## src/rtl/tea_pkg.sv

```systemverilog
// Shared types and constants for the TEA CBC controller.
// Widths follow the TEA core's 64-bit block and 128-bit key.
package tea_pkg;

    localparam int TEA_ROUNDS = 32;
    localparam int BLK_W      = 64;
    localparam int KEY_W      = 128;

    localparam logic MODE_ENC = 1'b0;
    localparam logic MODE_DEC = 1'b1;

    typedef enum logic [2:0] {
        IDLE,
        KEY_HI,
        KEY_LO,
        READY,
        WRITE,
        RUN,
        OUT
    } state_t;

endpackage

```

## src/rtl/tea_cbc_ctrl.sv

```systemverilog
// CBC chaining controller driving the pins of a TEA core.
// Loads the key, chains blocks through the core, streams results.
module tea_cbc_ctrl
    import tea_pkg::*;
#(
    parameter int ROUNDS = TEA_ROUNDS
) (
    input  logic             clk,
    input  logic             reset,
    input  logic [KEY_W-1:0] key,
    input  logic             key_load,
    input  logic [BLK_W-1:0] iv,
    input  logic             iv_load,
    input  logic [BLK_W-1:0] s_data,
    input  logic             s_mode,
    input  logic             s_valid,
    output logic             s_ready,
    output logic [BLK_W-1:0] m_data,
    output logic             m_valid,
    input  logic             m_ready,
    output logic             key_ok,
    output logic             busy,
    output logic [BLK_W-1:0] core_in,
    output logic             core_mode,
    output logic             core_reset,
    output logic             core_write,
    input  logic [BLK_W-1:0] core_out,
    input  logic             core_out_ready
);

    localparam int CNT_W = $clog2(ROUNDS + 4);
    localparam logic [CNT_W-1:0] CNT_MAX = CNT_W'(ROUNDS + 3);

    state_t           state;
    state_t           state_nx;
    logic [KEY_W-1:0] key_r;
    logic [BLK_W-1:0] chain;
    logic [BLK_W-1:0] blk_r;
    logic             mode_r;
    logic [CNT_W-1:0] cnt;
    logic             accept;
    logic             capture;

    assign core_mode = mode_r;

    always_ff @(posedge clk) begin
        if (reset) begin
            state <= IDLE;
        end else begin
            state <= state_nx;
        end
    end

    always_comb begin
        state_nx   = state;
        s_ready    = 1'b0;
        m_valid    = 1'b0;
        busy       = 1'b1;
        core_reset = 1'b0;
        core_write = 1'b0;
        core_in    = '0;
        accept     = 1'b0;
        capture    = 1'b0;
        unique case (state)
            IDLE: begin
                busy = 1'b0;
                if (key_load) state_nx = KEY_HI;
            end
            KEY_HI: begin
                core_reset = 1'b1;
                core_in    = key_r[KEY_W-1:BLK_W];
                state_nx   = KEY_LO;
            end
            KEY_LO: begin
                core_in  = key_r[BLK_W-1:0];
                state_nx = READY;
            end
            READY: begin
                busy    = 1'b0;
                s_ready = ~key_load & ~iv_load;
                accept  = s_valid & ~key_load & ~iv_load;
                if (key_load) state_nx = KEY_HI;
                else if (accept) state_nx = WRITE;
            end
            WRITE: begin
                core_write = 1'b1;
                core_in    = (mode_r == MODE_ENC) ? (blk_r ^ chain) : blk_r;
                state_nx   = RUN;
            end
            RUN: begin
                if (core_out_ready) begin
                    capture  = 1'b1;
                    state_nx = OUT;
                end else if (cnt == CNT_MAX) begin
                    // Core never answered: drop the block, keep the chain.
                    state_nx = READY;
                end
            end
            OUT: begin
                m_valid = 1'b1;
                if (m_ready) state_nx = READY;
            end
            default: state_nx = IDLE;
        endcase
    end

    always_ff @(posedge clk) begin
        if (reset) begin
            key_r  <= '0;
            chain  <= '0;
            blk_r  <= '0;
            mode_r <= MODE_ENC;
            cnt    <= '0;
            m_data <= '0;
            key_ok <= 1'b0;
        end else begin
            if ((state == IDLE || state == READY) && key_load) begin
                key_r <= key;
            end
            if (state == KEY_LO) key_ok <= 1'b1;
            if (state == READY && !key_load && iv_load) chain <= iv;
            if (accept) begin
                blk_r  <= s_data;
                mode_r <= s_mode;
            end
            if (state == WRITE) cnt <= '0;
            else if (state == RUN) cnt <= cnt + CNT_W'(1);
            if (capture) begin
                if (mode_r == MODE_ENC) begin
                    m_data <= core_out;
                    chain  <= core_out;
                end else begin
                    m_data <= core_out ^ chain;
                    chain  <= blk_r;
                end
            end
        end
    end

endmodule
```

## config.mk

```make
export PLATFORM = sky130hd
export DESIGN_NAME = tea_cbc_ctrl
export DESIGN_NICKNAME = d
export VERILOG_FILES = /design/src/rtl/tea_pkg.sv /design/src/rtl/tea_cbc_ctrl.sv
export SDC_FILE = /design/constraint.sdc
export NUM_CORES = 1
export LEC_CHECK = 0
export BUFFER_PORTS_ARGS = -buffer_cell sky130_fd_sc_hd__buf_4
export CAP_MARGIN = 20
export CORE_AREA = 2 2 181 183
export DETAILED_ROUTE_END_ITERATION = 7
export DIE_AREA = 0 0 183 185
export HOLD_SLACK_MARGIN = 0.1
export PLACE_DENSITY = 0.75
export SLEW_MARGIN = 0
export SYNTH_ARGS = -nofsm -noshare
export SYNTH_HDL_FRONTEND = slang
export SYNTH_SLANG_ARGS = --single-unit
export TNS_END_PERCENT = 30
```

## constraint.sdc

```tcl
create_clock -name clk -period 1.9 [get_ports clk]
set_input_delay 0.095 -clock clk [delete_from_list [all_inputs] [get_ports clk]]
set_output_delay 0.095 -clock clk [all_outputs]
set_load 0.02 [all_outputs]
```

---- Word-level counts from Yosys, hierarchy flattened ----
Index checks and enable logic that the tools add are counted.
W data, S select, Z words.
storage, ports and cells
  bits of input ports ..................... 328
  logic and storage cells ................. 58
  register bits after elaboration ......... 331
  output and inout bits ................... 135
cells by class
  reduce and logical (&&, ||, !) cells .... 10
  add/sub/neg operators ................... 1
  equality and inequality tests ........... 11
  bitwise gates (word level) .............. 7
  muxes and demuxes ....................... 21
operator list
  kind                   number
  $mux W64               5
  $pmux W64 S3           1
  $xor A64 B64 Y64       2
  $pmux W3 S7            1
  $mux W3                6
  $eq A3 B3 Y1 const B   3
  $mux W1                8
  $add A6 B1 Y6 const B  1
  $eq A3 B2 Y1 const B   2
  $eq A6 B6 Y1 const B   1
  $ne A3 B3 Y1 const B   2
  $ne A2 B2 Y1 const B   2
  $reduce_and A4 Y1      1
  $reduce_or A2 Y1       2
  $and A1 B1 Y1          3
  $eq A3 B1 Y1 const B   1
  $logic_and A1 B1 Y1    3
  $logic_not A3 Y1       1
  $not A1 Y1             2
  $reduce_bool A2 Y1     1
  $logic_not A1 Y1       1
  $logic_or A1 B1 Y1     1

---- Longest topological paths before layout ----
  word-level depth ........................ 6
  depth in mapped cells ................... 7

---- Least setup slack after synthesis ----
OpenSTA, ideal clock, no wires.
  path type ............................... flip-flop to output port
  start point ............................. register mode_r, in the netlist core_mode
  end point ............................... output port core_in[10]
  slack ................................... 215 ps
  path buffers ............................ 2
  arrival ................................. 1590 ps
  stages on the path, launching flop included .. 6
  path through ............................ dfxtp_1 > clkbuf_1 > clkbuf_1 > nor2b_1 > xnor2_1 > o22ai_1
on the way
  word-level cells in the longest chain between the ends .. 2
ends and longest elaborated chain
  what                    RTL line             text
  start, declared         tea_cbc_ctrl.sv:39   logic mode_r;
  start signal, assigned  tea_cbc_ctrl.sv:124  mode_r <= s_mode;
  $mux W64                tea_cbc_ctrl.sv:87   core_in = (mode_r == MODE_ENC) ? (blk_r ^ chain) : blk_r;
  $pmux W64 S3            tea_cbc_ctrl.sv:64   unique case (state)
  end, declared           tea_cbc_ctrl.sv:23   output logic [BLK_W-1:0] core_in,
Every way passes these cells.

---- Worst setup path in the final report ----
  start point ............................. register state[1]
  end point ............................... register chain[26]
on the way
  word-level cells in the longest chain between the ends .. 4
  elaborated cells on any way between the ends .. 7
  those cells by class .................... 2 x eq/ne; 2 x mux; 3 x reduce/logical
ends and longest elaborated chain
  what                                 RTL line             text
  start, declared                      tea_cbc_ctrl.sv:34   state_t state;
  start signal, assigned               tea_cbc_ctrl.sv:50   state <= state_nx;
  $eq A3 B2 Y1                         tea_cbc_ctrl.sv:121  if (state == READY && !key_load && iv_load) chain <= iv;
  $logic_and A1 B1 Y1 (2 in series)    tea_cbc_ctrl.sv:121
  $reduce_bool A2 Y1 (no source line)  -
  end signal, assigned                 tea_cbc_ctrl.sv:121
  end signal, assigned                 tea_cbc_ctrl.sv:131  chain <= core_out;
  end signal, assigned                 tea_cbc_ctrl.sv:134  chain <= blk_r;
  end, declared                        tea_cbc_ctrl.sv:37   logic [BLK_W-1:0] chain;
Several ways; a longest one is shown, not always the timed one.
A chain may end at the register's enable or synchronous reset.

==> reports/results.tsv <==
metric	value	unit
type of origin of the critical path	flip-flop	
synthesized instance count	1984	
simple-gate share of the synthesized area	19.78	%
Worst Setup End Kind	flip-flop	
xor/xnor share of the synthesized area	7.518	%
Inserted Clock Buffers	39	
Combinational Power Share	25.4	%
Worst Hold Depth	5	
RR Startpoint	state[1]	
Die Y	185	µm
area delta synth->final	76.52	%
Final Net Count	3104	
#FFs+latches synth	331	
Setup CP Type	reg -> reg	
dpl hpwl	39120	µm
Synth async-reset ratio	0	%
part of the power in registers	36.0	%
post-synthesis cell area	15490	µm²
CTS HTree Levels	2	
max cap viols	0	
vias	20220	
first-pass GRT wire length	102900	µm
WHS	0.1576	ns
Final WS setup	-0.1976	ns
post-route ant nets	0	
Pre-Repair DR Iteration Count	6	
Main synth FF type	dfxtp_1	
total wire length	80810	µm
DRC Markers	0	
number of synthesized flops with an enable pin	0	
post-synthesis mux area share	4.207	%
final worst path period share	110.4	%
RD Place Congestion	0.9304	
register area share after synthesis	42.76	%
Arr. time, crit path	2.53	ns
clk root buf	clkbuf_16	
pin count of the biggest net entering global routing	129	
CTS clk-pin slew, worst paths	0.06	ns
P_int	15.00	mW
clk_skew	0.01891	ns
RSZ-0062 raised after global routing	yes	
gr ovfl total	0	
HP Class	in -> reg	
setup_tns	-12.52	ns
I/O pins	463	
Hold EP	state[2]	
Max VDD drop	0.5696	mV
Slew Limit Fails	0	
Least-Margin Pin Slew	0.5431	ns
outcome	finished, violations left	
Netlist cell types	43	
Max-slew headroom	63.79	%
Fmax achieved	476.7	MHz
initial antenna violation count	11	
HP Start	m_ready	
Final setup viols	161	
pre-CTS WS	0.06679	ns
Clock Path Buffers	3	
WP data required	2.33	ns
r2r endpoint	chain[26]	
Post-Synth Adder-Cell Area	0.08075	%
Min Clock Period, post-route	2.098	ns
clock sinks	331	
Compound-Gate Fraction of Synth Area	20.83	%
share of post-route cells with drive strength above 1	31.46	%
largest family of logic cells by synthesized area	compound AO/OA/AOI/OAI gates	
via-per-instance ratio	6.253	
Leak Pwr	10.08	nW
failing checks	negative setup slack	
Rows	66	
syn_nets	2313	
sw frac	29.92	%
Die Wd	183	µm
Overall Power	21.41	mW
I/O Buffers	462	
initial core utilization	48.36	%
total global-route track usage	38.74	%
pwr/cell area	782.8	nW/µm²
vias in the first global route	18680	
clock latency on the worst-skew pair	0.53	ns
Core ar.	32040	µm²
R2R cell count	9	
Max FO, Critical Path	19	
Avg WL per Cell	24.99	µm
clock power share	38.6	%
CTS tree	yes	
1st-iter DRT viols	2395	
flop2flop setup slack	-0.20	ns
P_sw	6.406	mW
synthesis warning total	0	
Avg Cell Area, Syn	7.810	µm²
die area	33860	µm²
final-report hold violation count	0	
-- power by group through the flow --
| stage | Combinational (mW) | Sequential (mW) | Clock (mW) |
|---|---|---|---|
| CTS | 4.32 | 7.62 | 8.13 |
| detailed placement | 3.33 | 7.76 | 0 |
| global route | 5.60 | 7.74 | 8.53 |
| global placement | 3.28 | 7.75 | 0 |
| floorplan | 1.82 | 7.76 | 0 |
| finish | 5.43 | 7.71 | 8.27 |
-- metrics by stage --
| stage | area [µm²] | utilization, % | instances |
|---|---|---|---|
| 6_report | 27350 | 85.36 | 3233 |
| 5_1_grt | 27320 | 85.28 | 3222 |
| 4_1_cts | 25470 | 79.49 | 3164 |
| 3_5_place_dp | 19590 | 61.13 | 2740 |
| 3_3_place_gp | 19590 | 61.13 | 2740 |
| 2_1_floorplan | 15490 | - | 1984 |
-- metal layers --
layer  global-route usage [%]  routed length, µm  vias up
li1                         -                  -     8381
met1                    46.58              27690     9361
met2                    63.58              36680     1849
met3                    9.123               9169      625
met4                    22.56               7269        0
met5                        0                  0        -
-- cells in the mapped netlist (2+ instances only) --
master | count | area [µm²]
nor3_1 | 4 | 20.02
nand2_1 | 584 | 2192
buf_2 | 66 | 330.3
a211oi_1 | 64 | 480.5
xnor2_1 | 67 | 586.8
nand2b_1 | 3 | 18.77
buf_1 | 18 | 67.56
xor2_1 | 66 | 578.1
o211ai_1 | 64 | 480.5
mux2i_1 | 64 | 640.6
a22oi_1 | 64 | 480.5
clkbuf_1 | 88 | 330.3
nor2_1 | 75 | 281.5
and3b_1 | 2 | 17.52
nor2b_1 | 68 | 425.4
inv_1 | 5 | 18.77
a21oi_1 | 262 | 1311
and3_1 | 2 | 12.51
o22ai_1 | 64 | 400.4
dfxtp_1 | 331 | 6626
-- worst max-delay path, stage by stage (launching register included) --
cell	delay [ns]
dfxtp_4	0.35
buf_6	0.12
buf_4	0.15
buf_6	0.13
and4b_4	0.42
buf_12	0.18
buf_12	0.12
clkbuf_16	0.18
o211ai_1	0.13
a21oi_1	0.21
-- what timing repair did --
item | in CTS | in global routing
setup endpoints to repair | 69 | 210
cloned | 11 | 31
buffers inserted | 17 | 19
hold buffers | 326 | 0
pin swaps | 18 | 74
hold endpoints to repair | 324 | 0
resized for setup | 150 | 198
-- cell type report --
type,instances,area [µm²]
timing repair buffer,922,9300
clock inverter,14,229.0
inverter,5,18.77
sequential,331,6641
tap,408,510.5
multi-input combinational,1476,9437
fill,1470,4690
clock buffer,56,1162
antenna,21,52.55
-- kinds of logic (layout without fill, tap and decap cells) --
group,after synthesis,after routing
buffers and inverters,177,997
AOI/OAI and AO/OA,527,527
adders and majority gates,1,1
xor gates and xnor gates,133,133
and+or+nand+nor,750,750
DFF,331,331
other,0,21
muxes,65,65
-- how the worst max path moves through the flow --
stage,start,to,depth (start not counted)
after floorplan,core_mode,core_in[10],5
after global placement,state[1],core_in[31],5
after detailed placement,state[0],key_r[62],5
after CTS,core_mode,core_in[7],6
after global routing,state[1],core_in[58],7
final,state[1],chain[26],9
-- cells in the final DEF (no fill, tap or decap), types with 11 or more instances in the layout --
cell,n
nor2b_2,25
a22oi_1,25
nand2_1,580
a21oi_1,259
xnor2_2,39
clkbuf_16,68
xnor2_1,24
buf_4,440
buf_12,34
dlygate4sd3_1,326
dfxtp_1,327
a211oi_2,29
xor2_1,66
nor2_1,73
buf_16,11
buf_6,73
diode_2,21
o22ai_2,48
nor2b_1,36
mux2i_1,64
o211ai_1,64
a211oi_1,35
a22oi_2,39
-- registers in the layout (all words and copies together), names as in the netlist --
| register | count |
|---|---|
| cnt | 6 |
| chain | 64 |
| key_r | 128 |
| m_data | 64 |
| state | 3 |
| key_ok | 1 |
| blk_r | 64 |
| core_mode | 1 |
Note: power is estimated with default switching activity, not from simulation.
